$ cat config.mk
export PLATFORM = sky130hd
export DESIGN_NAME = fpu_cmd_issuer
export DESIGN_NICKNAME = d
export VERILOG_FILES = /design/src/rtl/fpu_pkg.sv /design/src/rtl/fpu_cmd_timer.sv /design/src/rtl/fpu_cmd_issuer.sv
export SDC_FILE = /design/constraint.sdc
export NUM_CORES = 1
export LEC_CHECK = 0
export ABC_CLOCK_PERIOD_IN_PS = 3000
export CAP_MARGIN = 20
export CORE_MARGIN = 1.5
export CORE_UTILIZATION = 40
export DETAILED_ROUTE_END_ITERATION = 6
export GPL_TIMING_DRIVEN = 0
export PLACE_DENSITY = 0.78
export SLEW_MARGIN = 20
export SYNTH_ARGS = -nofsm -noshare
export SYNTH_HDL_FRONTEND = slang
export SYNTH_SLANG_ARGS = --single-unit
$ cat constraint.sdc
create_clock -name clk -period 3 [get_ports clk]
set_input_delay 0.6 -clock clk [delete_from_list [all_inputs] [get_ports clk]]
set_output_delay 0.6 -clock clk [all_outputs]
set_load 0.02 [all_outputs]
$ cat src/rtl/fpu_pkg.sv
// Shared opcodes, response flag layout and FSM states
// for the fpu command issuer.
package fpu_pkg;

   localparam logic [2:0] OP_ADD  = 3'd0;
   localparam logic [2:0] OP_MUL  = 3'd1;
   localparam logic [2:0] OP_DIV  = 3'd2;
   localparam logic [2:0] OP_SQRT = 3'd3;
   localparam logic [2:0] OP_CMP  = 3'd4;

   localparam int FLAG_LESS     = 0;
   localparam int FLAG_GREAT    = 1;
   localparam int FLAG_EQ       = 2;
   localparam int FLAG_DIV_ZERO = 3;
   localparam int FLAG_INEXACT  = 4;
   localparam int FLAG_INV      = 5;
   localparam int FLAG_UN       = 6;
   localparam int FLAG_OV       = 7;
   localparam int FLAG_TIMEOUT  = 8;

   localparam logic [31:0] QNAN = 32'h7FC0_0000;

   // Compare only reports ordering and invalid; arithmetic flags are forced low.
   localparam logic [8:0] CMP_MASK = 9'b0_0010_0111;

   typedef enum logic [1:0] {
      ST_IDLE = 2'd0,
      ST_CLR  = 2'd1,
      ST_RUN  = 2'd2,
      ST_RESP = 2'd3
   } state_e;

endpackage

$ cat src/rtl/fpu_cmd_timer.sv
// Shared cycle counter for the CLR pulse, compare latency
// and done timeout; hits are decoded from the count.
module fpu_cmd_timer #(
   parameter int CW      = 8,
   parameter int CLR_CYC = 1,
   parameter int CMP_LAT = 2,
   parameter int TIMEOUT = 64
) (
   input  logic clk,
   input  logic rstp,
   input  logic clr_i,
   input  logic en_i,
   output logic clr_hit_o,
   output logic cmp_hit_o,
   output logic to_hit_o
);

   logic [CW-1:0] cnt_q;
   logic [CW-1:0] cnt_d;

   always_comb begin
      cnt_d = cnt_q;
      if (clr_i) begin
         cnt_d = '0;
      end else if (en_i) begin
         cnt_d = cnt_q + 1'b1;
      end
   end

   always_ff @(posedge clk) begin
      if (rstp) begin
         cnt_q <= '0;
      end else begin
         cnt_q <= cnt_d;
      end
   end

   assign clr_hit_o = (cnt_q == CW'(CLR_CYC - 1));
   assign cmp_hit_o = (cnt_q == CW'(CMP_LAT - 1));
   assign to_hit_o  = (cnt_q == CW'(TIMEOUT - 1));

endmodule

$ cat src/rtl/fpu_cmd_issuer.sv
// Single-outstanding command issuer driving the fpu
// act/done handshake and returning result plus flags.
module fpu_cmd_issuer
   import fpu_pkg::*;
#(
   parameter int TIMEOUT = 64,
   parameter int CMP_LAT = 2,
   parameter int CLR_CYC = 1
) (
   input  logic        clk,
   input  logic        rstp,
   input  logic        cmd_valid,
   output logic        cmd_ready,
   input  logic [2:0]  cmd_opcode,
   input  logic [2:0]  cmd_round,
   input  logic [31:0] cmd_a,
   input  logic [31:0] cmd_b,
   output logic        rsp_valid,
   input  logic        rsp_ready,
   output logic [31:0] rsp_data,
   output logic [8:0]  rsp_flags,
   output logic        busy,
   output logic [31:0] fpu_in1,
   output logic [31:0] fpu_in2,
   output logic [2:0]  fpu_opcode,
   output logic [2:0]  fpu_round,
   output logic        fpu_act,
   output logic        fpu_rst,
   input  logic [31:0] fpu_out,
   input  logic        fpu_done,
   input  logic        fpu_ov,
   input  logic        fpu_un,
   input  logic        fpu_inv,
   input  logic        fpu_inexact,
   input  logic        fpu_div_zero,
   input  logic        fpu_eq,
   input  logic        fpu_great,
   input  logic        fpu_less
);

   localparam int CW = $clog2(TIMEOUT + CMP_LAT + CLR_CYC + 1);

   state_e      state_q;
   logic [31:0] in1_q;
   logic [31:0] in2_q;
   logic [2:0]  op_q;
   logic [2:0]  rm_q;
   logic        act_q;
   logic        rst_q;
   logic        rv_q;
   logic [31:0] data_q;
   logic [8:0]  flags_q;

   logic        clr_hit;
   logic        cmp_hit;
   logic        to_hit;
   logic        tmr_clr;
   logic        tmr_en;
   logic [8:0]  fpu_flags;

   assign fpu_flags = {1'b0, fpu_ov, fpu_un, fpu_inv, fpu_inexact,
                       fpu_div_zero, fpu_eq, fpu_great, fpu_less};

   // Count restarts at zero on the first RUN cycle.
   assign tmr_clr = (state_q == ST_IDLE) ||
                    ((state_q == ST_CLR) && clr_hit);
   assign tmr_en  = (state_q == ST_CLR) || (state_q == ST_RUN);

   fpu_cmd_timer #(
      .CW      (CW),
      .CLR_CYC (CLR_CYC),
      .CMP_LAT (CMP_LAT),
      .TIMEOUT (TIMEOUT)
   ) u_timer (
      .clk       (clk),
      .rstp      (rstp),
      .clr_i     (tmr_clr),
      .en_i      (tmr_en),
      .clr_hit_o (clr_hit),
      .cmp_hit_o (cmp_hit),
      .to_hit_o  (to_hit)
   );

   always_ff @(posedge clk) begin
      if (rstp) begin
         state_q <= ST_IDLE;
         in1_q   <= '0;
         in2_q   <= '0;
         op_q    <= '0;
         rm_q    <= '0;
         act_q   <= 1'b0;
         rst_q   <= 1'b0;
         rv_q    <= 1'b0;
         data_q  <= '0;
         flags_q <= '0;
      end else begin
         unique case (state_q)
            ST_IDLE: begin
               if (cmd_valid) begin
                  in1_q   <= cmd_a;
                  in2_q   <= cmd_b;
                  op_q    <= cmd_opcode;
                  rm_q    <= cmd_round;
                  rst_q   <= 1'b1;
                  state_q <= ST_CLR;
               end
            end
            ST_CLR: begin
               if (clr_hit) begin
                  rst_q <= 1'b0;
                  if (op_q > OP_CMP) begin
                     data_q  <= QNAN;
                     flags_q <= 9'(1) << FLAG_INV;
                     rv_q    <= 1'b1;
                     state_q <= ST_RESP;
                  end else begin
                     act_q   <= 1'b1;
                     state_q <= ST_RUN;
                  end
               end
            end
            ST_RUN: begin
               if (op_q == OP_CMP) begin
                  if (cmp_hit) begin
                     data_q  <= '0;
                     flags_q <= fpu_flags & CMP_MASK;
                     act_q   <= 1'b0;
                     rv_q    <= 1'b1;
                     state_q <= ST_RESP;
                  end
               end else if (fpu_done) begin
                  data_q  <= fpu_out;
                  flags_q <= fpu_flags;
                  act_q   <= 1'b0;
                  rv_q    <= 1'b1;
                  state_q <= ST_RESP;
               end else if (to_hit) begin
                  data_q  <= QNAN;
                  flags_q <= 9'(1) << FLAG_TIMEOUT;
                  act_q   <= 1'b0;
                  rv_q    <= 1'b1;
                  state_q <= ST_RESP;
               end
            end
            ST_RESP: begin
               if (rsp_ready) begin
                  rv_q    <= 1'b0;
                  state_q <= ST_IDLE;
               end
            end
         endcase
      end
   end

   assign cmd_ready  = (state_q == ST_IDLE);
   assign busy       = (state_q != ST_IDLE);
   assign rsp_valid  = rv_q;
   assign rsp_data   = data_q;
   assign rsp_flags  = flags_q;
   assign fpu_in1    = in1_q;
   assign fpu_in2    = in2_q;
   assign fpu_opcode = op_q;
   assign fpu_round  = rm_q;
   assign fpu_act    = act_q;
   assign fpu_rst    = rst_q;

endmodule
# Word level (Yosys, flattened, before mapping)
# Cells that the tools add are included.
# Widths: inputs -> output; s select.
[totals]
input_bits = 115
out_inout_bits = 116
ff_bits = 123
[op_classes]
muxes = 41
reduce_logical = 16
add_sub_neg = 1
order_cmp = 1
n_eq_ne = 13
[op_table]
columns = ["cell", "n"]
rows = [
  ["$mux 32", 6],
  ["$pmux 32 s2", 1],
  ["$mux 9", 6],
  ["$pmux 9 s2", 1],
  ["$mux 1", 16],
  ["$reduce_and 5->1", 3],
  ["$mux 2", 7],
  ["$ne 2x2->1 const B", 4],
  ["$pmux 2 s4", 1],
  ["$add 7x1->7 const B", 1],
  ["$eq 7x1->1 const B", 1],
  ["$eq 7x6->1 const B", 1],
  ["$logic_not 7->1", 1],
  ["$reduce_and 6->1", 1],
  ["$reduce_bool 2->1", 3],
  ["$eq 2x2->1 const B", 2],
  ["$ne 4x3->1 const B", 1],
  ["$pmux 1 s2", 2],
  ["$eq 3x3->1 const B", 1],
  ["$gt 3x3->1 const B", 1],
  ["$ne 3x3->1 const B", 1],
  ["$pmux 1 s3", 1],
  ["$reduce_and 3->1", 1],
  ["$reduce_bool 3->1", 1],
  ["other kinds (7)", 8],
]

# Logic depth before layout (Yosys ltp)
# Gate-level depths: netlist of the first run.
[depth]
depth_word = 5
depth_mapped = 9

# By module
# From an unflattened synthesis of the first run, not the netlist that was laid out.
[hier_totals]
hier_cells = 585
area_unflattened_um2 = 4850.9
[modules_own_cells]
columns = ["mod", "cells_each", "seq_area_each_um2", "area_per_inst_um2", "instances"]
rows = [
  ["fpu_cmd_issuer", 543, 2322.2, 4493.1, 1],
  ["fpu_cmd_timer", 42, 140.1, 357.8, 1],
]

# Worst setup path before layout of the first run
# Ideal clock, no wire load.
[synth_timing]
path_kind = "reg-to-reg"
from = "register u_timer.cnt_q[2]"
to = "register state_q[0]"
setup_time_ns = 0.119
path_slack_ns = 0.602
synth_period_minus_slack_ns = 2.398
n_path_buf = 0
t_arrival_ns = 2.279
stages_incl_launch_ff = 6
cell_sequence = "dfxtp_1 > or4_1 > or3b_4 > a21o_1 > or4_1 > o221a_2"
[synth_between]
elab_chain_len = 3
[synth_rtl]
columns = ["item", "line_no", "text"]
rows = [
  ["start: declaration", "fpu_cmd_timer.sv:18", "logic [CW-1:0] cnt_q;"],
  ["start signal: assignment", "fpu_cmd_timer.sv:34", "cnt_q <= cnt_d;"],
  ["$eq 7x6->1, or another cell as far along", "fpu_cmd_timer.sv:40", "assign to_hit_o = (cnt_q == CW'(TIMEOUT - 1));"],
  ["$ne 4x3->1 (no line), or another cell as far along", "-", ""],
  ["$reduce_and 5->1 (no line) (*)", "-", ""],
  ["end signal: assignment", "fpu_cmd_issuer.sv:86", "state_q <= ST_IDLE;"],
  ["end signal: assignment", "fpu_cmd_issuer.sv:105", "state_q <= ST_CLR;"],
  ["end signal: assignment", "fpu_cmd_issuer.sv:115", "state_q <= ST_RESP;"],
  ["end: declaration", "fpu_cmd_issuer.sv:43", "state_e state_q;"],
]
# Every way passes the cells marked *; elsewhere a longest branch is shown, timed or not.
# A chain may end at the register's enable or synchronous reset.

# Worst setup path in the final report of the first run
[layout_timing]
from = "register u_timer.cnt_q[2]"
to = "register data_q[24], in the netlist rsp_data[24]"
[layout_between]
elab_chain_len = 3
[layout_rtl]
columns = ["item", "line_no", "text"]
rows = [
  ["$eq 7x6->1, or another cell as far along", "fpu_cmd_timer.sv:40", ""],
  ["$ne 4x3->1 (no line), or another cell as far along", "-", ""],
  ["$reduce_and 5->1 (no line) (*)", "-", ""],
  ["end signal: assignment", "fpu_cmd_issuer.sv:132", "data_q <= fpu_out;"],
  ["end: declaration", "fpu_cmd_issuer.sv:51", "logic [31:0] data_q;"],
]
# Marked as above.

==> results.py, run 1 <==
metrics = {
    "run_status": {
        "status": "finished, final reports clean",
    },
    "hold_path": {
        "hold-path-cell-count": 2,
        "min_path_type": "flop to flop",
    },
    "route": {
        "drc": 0,
        "drt-initial-drc-count": 288,
        "top_layer": "met4",
        "vias": 4846,
        "avgViaCountPerCell": 4.965,
        "wl_met3_mm": 1.399,
        "met2WireLength_mm": 7.256,
        "ant_nets": 0,
        "wl_per_cell_um": 14.95,
        "drt_wl_total_mm": 14.59,
        "dr.pass1.iters": 5,
        "wl_met1_mm": 5.643,
    },
    "finish": {
        "antenna_cells": 0,
        "drive_gt1_share_pct": 4.322,
        "layout.nets": 944,
        "area_growth_pct": 66.50,
    },
    "timing": {
        "min_period_over_period_pct": 89.77,
        "rsz0062_at_grt": "no",
        "finalMaxSlewViolations": 0,
        "fmax_ghz": 0.3713,
        "fin_crit_ns": 2.693,
        "finalHoldViolCount": 0,
        "max_slew.worst_pin.slew_ns": 0.7719,
        "finalSetupTns_ns": 0,
        "finalClockSkew_ns": 0.01166,
        "relSlewSlack_pct": 48.43,
        "setup_viol": 0,
    },
    "global_route": {
        "grt_pass1_vias": 4702,
        "grt-ovfl-total": 0,
        "antenna_found_initial": 0,
        "grt_usage_pct": 23.29,
        "grt_pass1_wl_mm": 21.91,
        "grt_max_degree": 17,
    },
    "clock_network": {
        "clk_path_buf_depth": 2,
        "numCtsBuffers": 17,
        "cts_setup_buffers": 0,
        "clk_latency_ns": 0.40,
        "cts.sinks": 123,
        "ctsHtreeMaxLevel": 4,
        "cts_resized": 0,
        "path_clk_slew_ns": 0.06,
        "hold_buffers": 0,
        "root_buffer": "clkbuf_16",
        "cts_tree": "built",
    },
    "pwr": {
        "vdd_ir_drop_max_uv": 392.3,
        "combPwrFrac_pct": 33.6,
        "sw_frac_of_total_pct": 33.16,
        "clkPwrFrac_pct": 33.1,
        "p_seq_share_pct": 33.2,
        "power_mw": 6.192,
        "leakage_nw": 2.780,
        "power.density_nw_per_um2": 806.2,
        "switchingPower_mw": 2.053,
        "p_int_mw": 4.139,
    },
    "critical_path": {
        "critical_path.startpoint_type": "flop",
        "path_max_fanout": 10,
        "criticalPathCategory": "flop to flop",
        "cp_data_required_time_ns": 3.27,
        "reg2reg_depth": 5,
        "end_kind": "flop",
        "crit_arrival_ns": 2.96,
    },
    "yosys": {
        "synth.cell_area_sq_um": 4613,
        "synthCells": 574,
        "synth.top_cells.by_area": "dfxtp_1, nand2_1, a21oi_1, o21ai_0, nand3_1",
        "ys_ff_latch": 123,
        "ys_seq_area_share_pct": 53.38,
        "syn_nets": 696,
        "synth_cell_types": 38,
        "yosysTopAreaCell": "dfxtp_1",
        "yosys.area.top_type_share_pct": 53.38,
        "syn_avg_cell_area_sq_um": 8.037,
        "synth_warnings": 0,
    },
    "floorplan": {
        "ios": 231,
        "initial_utilization_pct": 40.75,
        "die_w_um": 110.4,
        "core_sq_um": 11320,
        "rows": 39,
        "die-area_sq_um": 12190,
        "fp.dieH_um": 110.4,
    },
    "flow_run": {
        "cap_violations": 0,
    },
    "place": {
        "port_buffers": 229,
        "hpwl_mm": 10.93,
        "place_congestion": 0.7951,
    },
}
## logic make-up (layout without fill, tap and decap cells)
group                      after synthesis  after routing  share of synthesized area, %
DFF                                    123            123                         53.38
adders and majority gates                7              7                         1.898
AOI/OAI and AO/OA                      138            138                         16.71
buffers and inverters                   48            307                         4.014
muxes                                    2              2                        0.4340
and+or+nand+nor                        250            250                         22.43
xor gates and xnor gates                 6              6                         1.139
## flip-flops by register name, summed over array words and instances (netlist names)
signal	cells
fpu_act	1
fpu_rst	1
rsp_flags	9
rsp_data	32
fpu_opcode	3
rsp_valid	1
fpu_in1	32
fpu_round	3
fpu_in2	32
u_timer.cnt_q	7
state_q	2
## cell usage after synthesis, drive strengths merged
library cell    n
o21ai          43
nand2         188
a211oi          1
xor2            3
a21o            1
nor2b           2
buf            10
and4            1
o221a           1
a21oi          75
nor4            1
inv             7
o31ai           1
nor2           13
nand3          31
xnor2           3
dfxtp         123
o311ai          1
o21a            1
a311oi          1
clkbuf         30
clkinv          1
and3            1
o41ai           1
nor3b           2
or3b            1
nand4           2
o211ai         10
o311a           1
nand2b          3
or4             3
mux2i           2
nor3            1
and2            1
ha              7
a2111oi         1
## metal layers
layer  track usage, %  vias up
li1                 -     2420
met1            25.09     2216
met2            40.39      186
met3            9.524       24
met4            9.524        0
met5                0        -
## cell usage in the layout (no fill, tap or decap), types with 3 or more instances in the layout
cell and count:
clkbuf_1 32, inv_1 7, ha_1 7, nand2_1 188, xnor2_1 3, clkinv_2 4, buf_2 4, clkbuf_8 3
dfxtp_1 123, buf_1 6, o21ai_0 40, o21ai_1 3, clkdlybuf4s50_1 229, clkbuf_16 17, nand2b_1 3, or4_1 3
o211ai_1 10, xor2_1 3, bufinv_16 3, a21oi_1 75, nand3_1 31, nor2_1 13
## worst paths after layout
| check | start | to | slack, ns |
|---|---|---|---|
| setup reg to reg | u_timer.cnt_q[2]$_SDFFE_PP0P_ | rsp_data[24]$_SDFFE_PP0P_ | 0.31 |
| setup / recovery | u_timer.cnt_q[2]$_SDFFE_PP0P_ | rsp_data[24]$_SDFFE_PP0P_ | 0.31 |
| hold / removal | fpu_in1[4]$_SDFFE_PP0P_ | fpu_in1[4]$_SDFFE_PP0P_ | 0.45 |
| hold reg to reg | fpu_in1[4]$_SDFFE_PP0P_ | fpu_in1[4]$_SDFFE_PP0P_ | 0.45 |
## critical path, stage by stage, from the launching register on
cell	delay, ns
dfxtp_1	0.36
or4_1	0.54
or3b_4	0.45
a2111oi_4	0.63
clkbuf_1	0.39
o21ai_0	0.18
## power groups by stage
| stage | Combinational [mW] | Clock [mW] | Sequential, mW |
|---|---|---|---|
| floorplan | 0.831 | 0 | 2.38 |
| global placement | 2.04 | 0 | 2.07 |
| detailed placement | 2.09 | 0 | 2.09 |
| CTS | 2.10 | 2.08 | 2.06 |
| global route | 2.26 | 2.15 | 2.09 |
| finish | 2.08 | 2.05 | 2.06 |
## cell type report
type	instances	area (sq um)
repair buffers	229	2292
flip-flops and latches	123	2462
multi-input cells	403	1971
fillers	933	3640
inverters	8	30.03
clock inverters	8	117.6
clock buffers	22	474.2
well taps	143	178.9
plain buffers	40	155.1
## stage by stage
stage,area [sq um],std cells,setup slack (ns),hold WS [ns],util [%]
4_1_cts,7676,976,0.1856,0.4559,67.81
5_1_grt,7681,976,0.1379,0.4704,67.85
3_3_place_gp,7084,946,0.1082,0.4359,62.58
3_5_place_dp,7084,946,0.006322,0.4482,62.58
2_1_floorplan,4613,574,0.6024,0.4800,-
6_report,7681,976,0.3069,0.4532,67.85
(Power assumes the default switching activity.)
==> run 2, diff against run 1 <==
ABC_CLOCK_PERIOD_IN_PS = not set   (was 3000)
SETUP_SLACK_MARGIN = 0.5   (was not set)
==> run 2 against run 1 <==
  * Total power grew 0.64%
  * Non-clock buffer count rose by 4
  * Design area rose by 0.78%
  * Clock power is essentially flat
  * Sequential cell count did not move
  * Sequential share of layout area shrank 0.23 points
  * Fmax grew 9.0%
  * Largest cell class is now non-clock buffers
==> results.py, run 2 (synthesis gave the netlist of run 1 again) <==
metrics = {
    "run_status": {
        "status": "finished, final reports clean",
    },
    "critical_path": {
        "reg2reg_depth": 5,
        "worstPathCellList": "or4_4 > or3b_4 > a21o_4 > or4_1 > o221a_2",
        "cp_data_required_time_ns": 3.30,
        "regToRegSetupSlack_ns": 0.53,
        "cp_slowest_cell": "or4_4",
        "slowest_delay_ns": 0.55,
        "path_max_fanout": 6,
        "end_kind": "flop",
        "critical_path.startpoint_type": "flop",
        "criticalPathCategory": "flop to flop",
        "crit_arrival_ns": 2.77,
        "rr_startpoint": "u_timer.cnt_q[6]$_SDFFE_PP0P_",
        "r2r-end": "state_q[0]$_SDFFE_PP0P_",
    },
    "global_route": {
        "grt-ovfl-total": 0,
        "grt_max_degree": 17,
        "grt_pass1_wl_mm": 21.91,
        "grt_usage_pct": 23.29,
        "grt_pass1_vias": 4701,
        "antenna_found_initial": 0,
    },
    "route": {
        "avgViaCountPerCell": 5.002,
        "ant_nets": 0,
        "wl_per_cell_um": 15.07,
        "drc": 0,
        "vias": 4902,
        "dr.pass1.iters": 5,
        "drt-initial-drc-count": 284,
        "drt_wl_total_mm": 14.77,
    },
    "pwr": {
        "p_int_mw": 4.163,
        "switchingPower_mw": 2.069,
        "power_mw": 6.232,
        "p_seq_share_pct": 33.0,
        "sw_frac_of_total_pct": 33.20,
        "power.density_nw_per_um2": 805.1,
        "clkPwrFrac_pct": 33.0,
        "vdd_ir_drop_max_uv": 394.7,
        "combPwrFrac_pct": 34.0,
        "leakage_nw": 2.822,
    },
    "timing": {
        "finalMaxSlewViolations": 0,
        "fin_crit_ns": 2.471,
        "finalSetupTns_ns": 0,
        "relSlewSlack_pct": 57.27,
        "finalClockSkew_ns": 0.01001,
        "setup_viol": 0,
        "max_slew.worst_pin.slew_ns": 0.6410,
        "rsz0062_at_grt": "no",
        "finalHoldViolCount": 0,
        "min_period_over_period_pct": 82.36,
        "fmax_ghz": 0.4047,
    },
    "finish": {
        "layout.nets": 948,
        "stdcell_count": 980,
        "final_cell_mix": "clkdlybuf4s50_1, nand2_1, dfxtp_1",
        "drive_gt1_share_pct": 5.974,
        "fillers": 933,
        "post-route-util_pct": 68.38,
        "antenna_cells": 0,
        "final_area_sq_um": 7741,
        "area_growth_pct": 67.81,
        "final_common_cell": "clkdlybuf4s50_1",
    },
    "place": {
        "dpl_cell_area_sq_um": 7084,
        "port_buffers": 229,
        "placed_cells": 946,
        "place_congestion": 0.7951,
        "hpwl_mm": 10.93,
    },
    "clock_network": {
        "cts_tree": "built",
        "numCtsBuffers": 17,
        "path_clk_slew_ns": 0.05,
        "clk_path_buf_depth": 2,
        "clk_latency_ns": 0.41,
        "hold_buffers": 0,
        "ctsHtreeMaxLevel": 4,
        "root_buffer": "clkbuf_16",
        "cts.sinks": 123,
    },
    "hold_path": {
        "holdCritStartpoint": "fpu_in1[4]$_SDFFE_PP0P_",
        "hold-path-cell-count": 2,
        "whs_endpoint": "fpu_in1[4]$_SDFFE_PP0P_",
        "min_path_type": "flop to flop",
    },
    "floorplan": {
        "die-area_sq_um": 12190,
        "die_w_um": 110.4,
        "rows": 39,
        "initial_utilization_pct": 40.75,
        "core_sq_um": 11320,
        "ios": 231,
        "fp.dieH_um": 110.4,
    },
    "flow_run": {
        "cap_violations": 0,
    },
}
[run 2: metrics by stage]
| step | worst slack (ns) | hold slack (ns) |
|---|---|---|
| 6_report | 0.5291 | 0.4531 |
| 5_1_grt | 0.4865 | 0.4704 |
| 4_1_cts | 0.5109 | 0.4559 |
| 3_5_place_dp | 0.006322 | 0.4482 |
| 3_3_place_gp | 0.1082 | 0.4359 |
| 2_1_floorplan | 0.6024 | 0.4800 |
[run 2: power by group through the flow]
stage | Combinational [mW] | Clock, mW | Sequential (mW)
after global placement | 2.04 | 0 | 2.07
after detailed placement | 2.09 | 0 | 2.09
final | 2.12 | 2.05 | 2.06
after floorplan | 0.831 | 0 | 2.38
after CTS | 2.11 | 2.08 | 2.06
after global routing | 2.29 | 2.15 | 2.09
[run 2: layout make-up]
class                           instances  area, sq um  share of cell area [%]
Multi-Input combinational cell        403         1993                   25.75
Clock buffer                           22        474.2                   6.126
Tap cell                              143        178.9                   2.311
Timing Repair Buffer                  233         2321                   29.98
Buffer                                 40        162.7                   2.101
Clock inverter                          8        117.6                   1.519
Inverter                                8        30.03                  0.3879
Sequential cell                       123         2464                   31.82
[run 2: worst max path at each step]
stage / startpoint / to / slack [ns] / cells after the start
2_1_floorplan: u_timer.cnt_q[2]$_SDFFE_PP0P_ / state_q[0]$_SDFFE_PP0P_ / 0.60 / 5
3_3_place_gp: fpu_done / rsp_data[8]$_SDFFE_PP0P_ / 0.11 / 6
3_5_place_dp: fpu_done / rsp_data[4]$_SDFFE_PP0P_ / 0.006 / 6
4_1_cts: state_q[0]$_SDFFE_PP0P_ / rsp_data[12]$_SDFFE_PP0P_ / 0.51 / 8
5_1_grt: state_q[0]$_SDFFE_PP0P_ / rsp_flags[5]$_SDFFE_PP0P_ / 0.49 / 9
6_report: u_timer.cnt_q[6]$_SDFFE_PP0P_ / state_q[0]$_SDFFE_PP0P_ / 0.53 / 5
[run 2: what timing repair did]
item                                    CTS  global route
pin swaps                                 2             2
resized for setup                         4            13
cloned                                    0             0
endpoints found under the setup margin   43            41
buffers inserted                          1             3
[run 2: critical path, delay by kind of cell (launching register included)]
kind            cells  cell delay (ns)
simple gates        3             1.49
compound gates      2             0.54
flops               1             0.34
[run 2: metal layers]
metal  track usage (%)  vias up  part of all wire (%)
met1             25.06     2248                    38
li1                  -     2429                     -
met3             9.524       26                   9.6
met2             40.43      199                    50
met5                 0        -                     0
met4             9.524        0                   2.0
